File: src/rtl/freq_div_pkg.sv
// rtl/freq_div_pkg.sv - output frequencies and half-period/width helpers for freq_div
package freq_div_pkg;

  localparam int unsigned F_500HZ = 500;
  localparam int unsigned F_2HZ   = 2;
  localparam int unsigned F_1HZ   = 1;

  // Clock cycles per half output period.
  function automatic int unsigned half_period(input int unsigned clk_hz,
                                              input int unsigned f_out);
    return clk_hz / (2 * f_out);
  endfunction

  // Counter width able to hold 0..h-1; at least one bit so h == 1 still elaborates.
  function automatic int unsigned cnt_width(input int unsigned h);
    return (h <= 1) ? 1 : $clog2(h);
  endfunction

endpackage

File: src/rtl/freq_div_if.sv
// rtl/freq_div_if.sv - divided square-wave outputs (and optional strobes) of freq_div
// Signals: clk_500Hz, clk_2Hz, clk_1Hz square waves; tick_* strobes with FREQDIV_TICK_EN.
// Modports: master drives the outputs (freq_div), slave observes them.
interface freq_div_if;

  logic clk_500Hz;
  logic clk_2Hz;
  logic clk_1Hz;
`ifdef FREQDIV_TICK_EN
  logic tick_500Hz;
  logic tick_2Hz;
  logic tick_1Hz;
`endif

`ifdef FREQDIV_TICK_EN
  modport master (output clk_500Hz, clk_2Hz, clk_1Hz, tick_500Hz, tick_2Hz, tick_1Hz);
  modport slave  (input  clk_500Hz, clk_2Hz, clk_1Hz, tick_500Hz, tick_2Hz, tick_1Hz);
`else
  modport master (output clk_500Hz, clk_2Hz, clk_1Hz);
  modport slave  (input  clk_500Hz, clk_2Hz, clk_1Hz);
`endif

endinterface

File: src/rtl/clk_toggle_div.sv
// rtl/clk_toggle_div.sv - one divider channel: half-period counter plus toggle register
// Ports: clk, reset (sync, active-high), wave_o (square wave, H cycles high / H low),
// tick_o (one-cycle strobe on the rising toggle, only with FREQDIV_TICK_EN).
module clk_toggle_div
  import freq_div_pkg::*;
#(
  parameter int unsigned H = 4
) (
  input  logic clk,
  input  logic reset,
`ifdef FREQDIV_TICK_EN
  output logic tick_o,
`endif
  output logic wave_o
);

  localparam int unsigned W = cnt_width(H);
  localparam logic [W-1:0] TERM = W'(H - 1);

  logic [W-1:0] count_q, count_d;
  logic         wave_q, wave_d;
  logic         term;
`ifdef FREQDIV_TICK_EN
  logic         tick_q, tick_d;
`endif

  always_comb begin
    term    = (count_q == TERM);
    count_d = term ? '0 : count_q + W'(1);
    wave_d  = wave_q ^ term;
`ifdef FREQDIV_TICK_EN
    // Strobe lands in the same register update as the 0->1 toggle.
    tick_d  = term & ~wave_q;
`endif
  end

  // Reset wins over a coincident terminal count.
  always_ff @(posedge clk) begin
    if (reset) begin
      count_q <= '0;
      wave_q  <= 1'b0;
`ifdef FREQDIV_TICK_EN
      tick_q  <= 1'b0;
`endif
    end else begin
      count_q <= count_d;
      wave_q  <= wave_d;
`ifdef FREQDIV_TICK_EN
      tick_q  <= tick_d;
`endif
    end
  end

  assign wave_o = wave_q;
`ifdef FREQDIV_TICK_EN
  assign tick_o = tick_q;
`endif

endmodule

File: src/rtl/freq_div.sv
// rtl/freq_div.sv - 500 Hz / 2 Hz / 1 Hz 50% duty divider from the system clock
// Ports: clk, reset (sync, active-high), out_if (freq_div_if.master: clk_500Hz, clk_2Hz,
// clk_1Hz, plus tick_500Hz/tick_2Hz/tick_1Hz strobes when FREQDIV_TICK_EN is defined).
// Parameter: CLK_FREQ_HZ, must be a multiple of 1000.
module freq_div
  import freq_div_pkg::*;
#(
  parameter int unsigned CLK_FREQ_HZ = 40_000_000
) (
  input  logic      clk,
  input  logic      reset,
  freq_div_if.master out_if
);

  localparam int unsigned H500 = half_period(CLK_FREQ_HZ, F_500HZ);
  localparam int unsigned H2   = half_period(CLK_FREQ_HZ, F_2HZ);
  localparam int unsigned H1   = half_period(CLK_FREQ_HZ, F_1HZ);

  // A non-integer half period would make the outputs drift, so refuse to build.
  if ((CLK_FREQ_HZ % (2 * F_500HZ)) != 0 ||
      (CLK_FREQ_HZ % (2 * F_2HZ))   != 0 ||
      (CLK_FREQ_HZ % (2 * F_1HZ))   != 0) begin : g_bad_clk_freq
    $fatal(1, "freq_div: CLK_FREQ_HZ must be a multiple of 1000");
  end

  clk_toggle_div #(.H(H500)) u_div_500 (
    .clk    (clk),
    .reset  (reset),
`ifdef FREQDIV_TICK_EN
    .tick_o (out_if.tick_500Hz),
`endif
    .wave_o (out_if.clk_500Hz)
  );

  clk_toggle_div #(.H(H2)) u_div_2 (
    .clk    (clk),
    .reset  (reset),
`ifdef FREQDIV_TICK_EN
    .tick_o (out_if.tick_2Hz),
`endif
    .wave_o (out_if.clk_2Hz)
  );

  clk_toggle_div #(.H(H1)) u_div_1 (
    .clk    (clk),
    .reset  (reset),
`ifdef FREQDIV_TICK_EN
    .tick_o (out_if.tick_1Hz),
`endif
    .wave_o (out_if.clk_1Hz)
  );

endmodule

File: src/flat_wrapper.sv
// flat-port wrapper written by rule: the top's interface ports become plain ports
module freq_div_flat import freq_div_pkg::*;
#(
  parameter int unsigned CLK_FREQ_HZ = 40_000_000
)
  (clk, reset, out_if_clk_500Hz, out_if_clk_2Hz, out_if_clk_1Hz);
  freq_div_if out_if_i ();
  input  logic clk;
  input  logic reset;
  output wire logic [$bits(out_if_i.clk_500Hz)-1:0] out_if_clk_500Hz;
  output wire logic [$bits(out_if_i.clk_2Hz)-1:0] out_if_clk_2Hz;
  output wire logic [$bits(out_if_i.clk_1Hz)-1:0] out_if_clk_1Hz;
  assign out_if_clk_500Hz = out_if_i.clk_500Hz;
  assign out_if_clk_2Hz = out_if_i.clk_2Hz;
  assign out_if_clk_1Hz = out_if_i.clk_1Hz;
  freq_div #(.CLK_FREQ_HZ(CLK_FREQ_HZ)) u_core (.clk(clk), .reset(reset), .out_if(out_if_i));
endmodule
File: config.mk
export PLATFORM = sky130hd
export DESIGN_NAME = freq_div_flat
export DESIGN_NICKNAME = d
export VERILOG_FILES = /design/src/rtl/freq_div_pkg.sv /design/src/rtl/freq_div_if.sv /design/src/rtl/clk_toggle_div.sv /design/src/rtl/freq_div.sv /design/src/flat_wrapper.sv
export SDC_FILE = /design/constraint.sdc
export NUM_CORES = 1
export LEC_CHECK = 0
export BUFFER_PORTS_ARGS = -buffer_cell sky130_fd_sc_hd__buf_2
export CAP_MARGIN = 25
export CORE_MARGIN = 10
export CORE_UTILIZATION = 60
export CTS_BUF_LIST = sky130_fd_sc_hd__clkbuf_8
export DETAILED_ROUTE_END_ITERATION = 12
export GPL_TIMING_DRIVEN = 0
export PLACE_DENSITY = 0.82
export SYNTH_ARGS = -nofsm -noshare
export SYNTH_HDL_FRONTEND = slang
export SYNTH_HIERARCHICAL = 1
export SYNTH_SLANG_ARGS = --single-unit
File: constraint.sdc
create_clock -name clk -period 2.2 [get_ports clk]
set_input_delay 0.44 -clock clk [delete_from_list [all_inputs] [get_ports clk]]
set_output_delay 0.44 -clock clk [all_outputs]
set_load 0.05 [all_outputs]
==> results.md <==
* Synth top area share at between 40% and 50%
* First-pass GRT wire length at around 11000 microns
* Total number of vias at 2578
* Peak VDD IR at 0.510 mV
* H-tree lvl count at 3
* Clock transition at path regs at 70 ps
* Post-Synth Adder-Cell Area at about 1.2%
* Ant diodes at 0
* Distinct cells, synth at between 40 and 50
* Buf/Inv on CP at 1
* EDFF count, synth at 0
* Pwr Total at 2210 uW
* Fin Setup TNS at 0 ps
* Root Buffer: clkbuf_8
* Syn Std Cell Area at roughly 3200 sq um
* Final setup violation count at 0
* Worst EP arrival at about 2200 ps
* Worst-path fanout max at 10
* Final wirelength at 6220 microns
* Router iterations before antenna repair at 4
* Drt wl/cell at between 10 and 15 microns
* Worst-Margin Slew at 414 ps
* DR vias/cell at about 6
* Syn Inst Count at roughly 350
* Nets at 371
* Share of layout cells above drive strength 1 at around 12%
* Synth Area in XOR/XNOR at approximately 11%
* GRT overflow at 0
* DRC at 0
* Setup bufs post-CTS at 0
* Unrepaired setup endpoints after global routing: false
* Post-CTS Resized at 0
* Num CTS Buffers at 9
* Critical-path top delay cell: dfxtp_1
* Later-pin clock latency in the skew report at approximately 330 ps
* CTS tree: done
* Row cnt at 26
* Synth Area in Compound Gates at under 10%
* PD cells at about 640 nW/um^2
* F_max at 507 MHz
* Port bufs at 4
* Die area at 8630 sq um
* Top FF cell, synth: dfxtp_1
* Max incr delay on CP at roughly 390 ps
* Mean Syn Cell Area at 9.08 sq um
* Initial DRC Count at ~130
* Initial core utilization at 62.0%
* Worst path required time at 2400 ps
* Vias in the first global route at roughly 2500
* Final GP Congestion at roughly 0.82
* Pin count of the biggest net entering global routing at 11
* Critical setup path kind: reg2reg
* Status: finished, final reports clean
* IO Count at 5
* Mux share of post-synthesis cell area at 0%
* Global-route usage over all layers at between 15 and 20%
* FFs w/ async S/R, synth at 0%
* Leading area contributor after synthesis: dfxtp_1
* Final setup margin at 226 ps
* Die Y at just over 90 microns
* Post-Place Setup Slack at 249 ps
* Post-route ant nets at 0
* Main combinational cell family by area after synthesis: simple AND/OR/NAND/NOR gates
* Worst Hold Class: in2reg
* Seq cells post-synth at 68
* CP Capture Type: flip-flop
* Worst path top cell family by delay: simple AND/OR/NAND/NOR gates
* CP Cell Sequence: ha_1 -> and4_1 -> nand4_4 -> o21bai_1 -> buf_2 -> a21oi_1
* Max Cap Viol at 0
* Final Max Slew Viols at 0
* Synth-to-Final Area Change at 8.68%
* CTS max path bufs at 2
* Max_slew headroom at approximately 72%
* Part of the Yosys area used for sequential elements at a little over two fifths
* Count of final hold-check violations at 0
* Initial antenna violation count at 0
* Max Clock Skew at a little under 10 ps
* Startpoint types: flip-flop
* Largest cells by area after synthesis: dfxtp_1 43%, xor2_1 6.0%, nor2_1 5.9%
* Count leader, synth: dfxtp_1
* Core area at approximately 5000 sq um
* Lkg Pwr at 0.00116 uW
* # hold bufs at CTS at 0
* Tmin final at ~2000 ps
* Synthesized Nets at 356
* Hpwl dp at approximately 4200 microns
* Clock tree sinks at ~70
* Ratio of final minimum period to clock period at between 80% and 90%
* Synth top cells by count: 68 x dfxtp_1, 50 x nor2_1, 23 x nand3_1, 22 x xor2_1, 19 x xnor2_1
* YS warnings at 6
* Die Wd at between 90 and 100 microns
* Post-Synth Simple-Gate Area at between 30% and 40%
## logic make-up after synthesis
family,after synthesis
AO/OA/AOI/OAI,44
XOR/XNOR,41
adder cells (fa/ha/maj),3
buffers and inverters,20
flip-flops,68
AND/OR/NAND/NOR,175
## per-stage QoR
stage	hold slack (ps)	util, %	instances	instance area [sq um]
after global placement	455	64.1	425	3290
after detailed placement	466	64.1	425	3290
after floorplan	433	-	351	3190
after global routing	438	67.4	440	3460
after CTS	422	67.4	440	3460
final	421	67.4	440	3460
## path summary, 6_finish.rpt
kind                             startpoint                         end  slack (ps)  depth (start not counted)
setup / recovery  u_core/u_div_1/count_q[0]  u_core/u_div_1/count_q[15]         230                          6
hold / removal                        reset       u_core/u_div_1/wave_o         420                          2
setup reg to reg  u_core/u_div_1/count_q[0]  u_core/u_div_1/count_q[15]         230                          6
hold reg to reg   u_core/u_div_1/count_q[0]   u_core/u_div_1/count_q[0]         480                          1
## registers in the layout, summed over array words and instances, names as in the netlist
| signal | count |
|---|---|
| u_core/u_div_500/count_q | 16 |
| u_core/u_div_1/wave_o | 1 |
| u_core/u_div_1/count_q | 25 |
| u_core/u_div_2/wave_o | 1 |
| u_core/u_div_500/wave_o | 1 |
| u_core/u_div_2/count_q | 24 |
## final cells by class
class                   count  area, sq um
repair buffers              4         20.0
well taps                  70         87.6
plain buffers              12         86.3
inverters                   8         30.0
fillers                   429         1680
clock inverters             4         17.5
flip-flops and latches     68         1360
multi-input cells         263         1710
clock buffers              11          151
## routing by layer
metal	vias to the layer above	track usage [%]	wire, microns
li1	1299	-	-
met1	1227	18.3	2880
met2	46	25.2	3010
met3	6	5.41	271
met4	0	5.27	57
met5	-	0	0
## power breakdown
| group | leakage (uW) | total, uW | switching, uW | internal (uW) |
|---|---|---|---|---|
| combinational | 0.000517 | 63.3 | 39.1 | 24.2 |
| clock | 0.0000976 | 880 | 428 | 452 |
| sequential | 0.000549 | 1260 | 17.3 | 1240 |
## layout by cell type (no fill, tap or decap), types with 3 or more instances in the layout
cell / instances
dfxtp_1: 68
nor2_1: 50
nand3_1: 23
xor2_1: 22
xnor2_1: 19
nand4_1: 18
a21oi_1: 18
nand2_1: 16
or3_1: 12
clkbuf_8: 11
inv_1: 10
buf_2: 9
o31ai_1: 8
o21ai_0: 8
nor4_1: 7
or4_1: 6
and4_1: 5
nor4b_1: 5
nor3_1: 5
and3_1: 5
and2_1: 3
nand4_4: 3
or4_4: 3
a21oi_2: 3
ha_1: 3
and4_4: 3
clkbuf_1: 3
## worst register-to-register path, delay by kind of cell, from the launching register on
kind	cells	cell delay, ps
buf+inv	1	320
fa+ha+maj	1	260
flops	1	390
simple gates	2	510
compound gates	2	380
(Power assumes the default switching activity.)
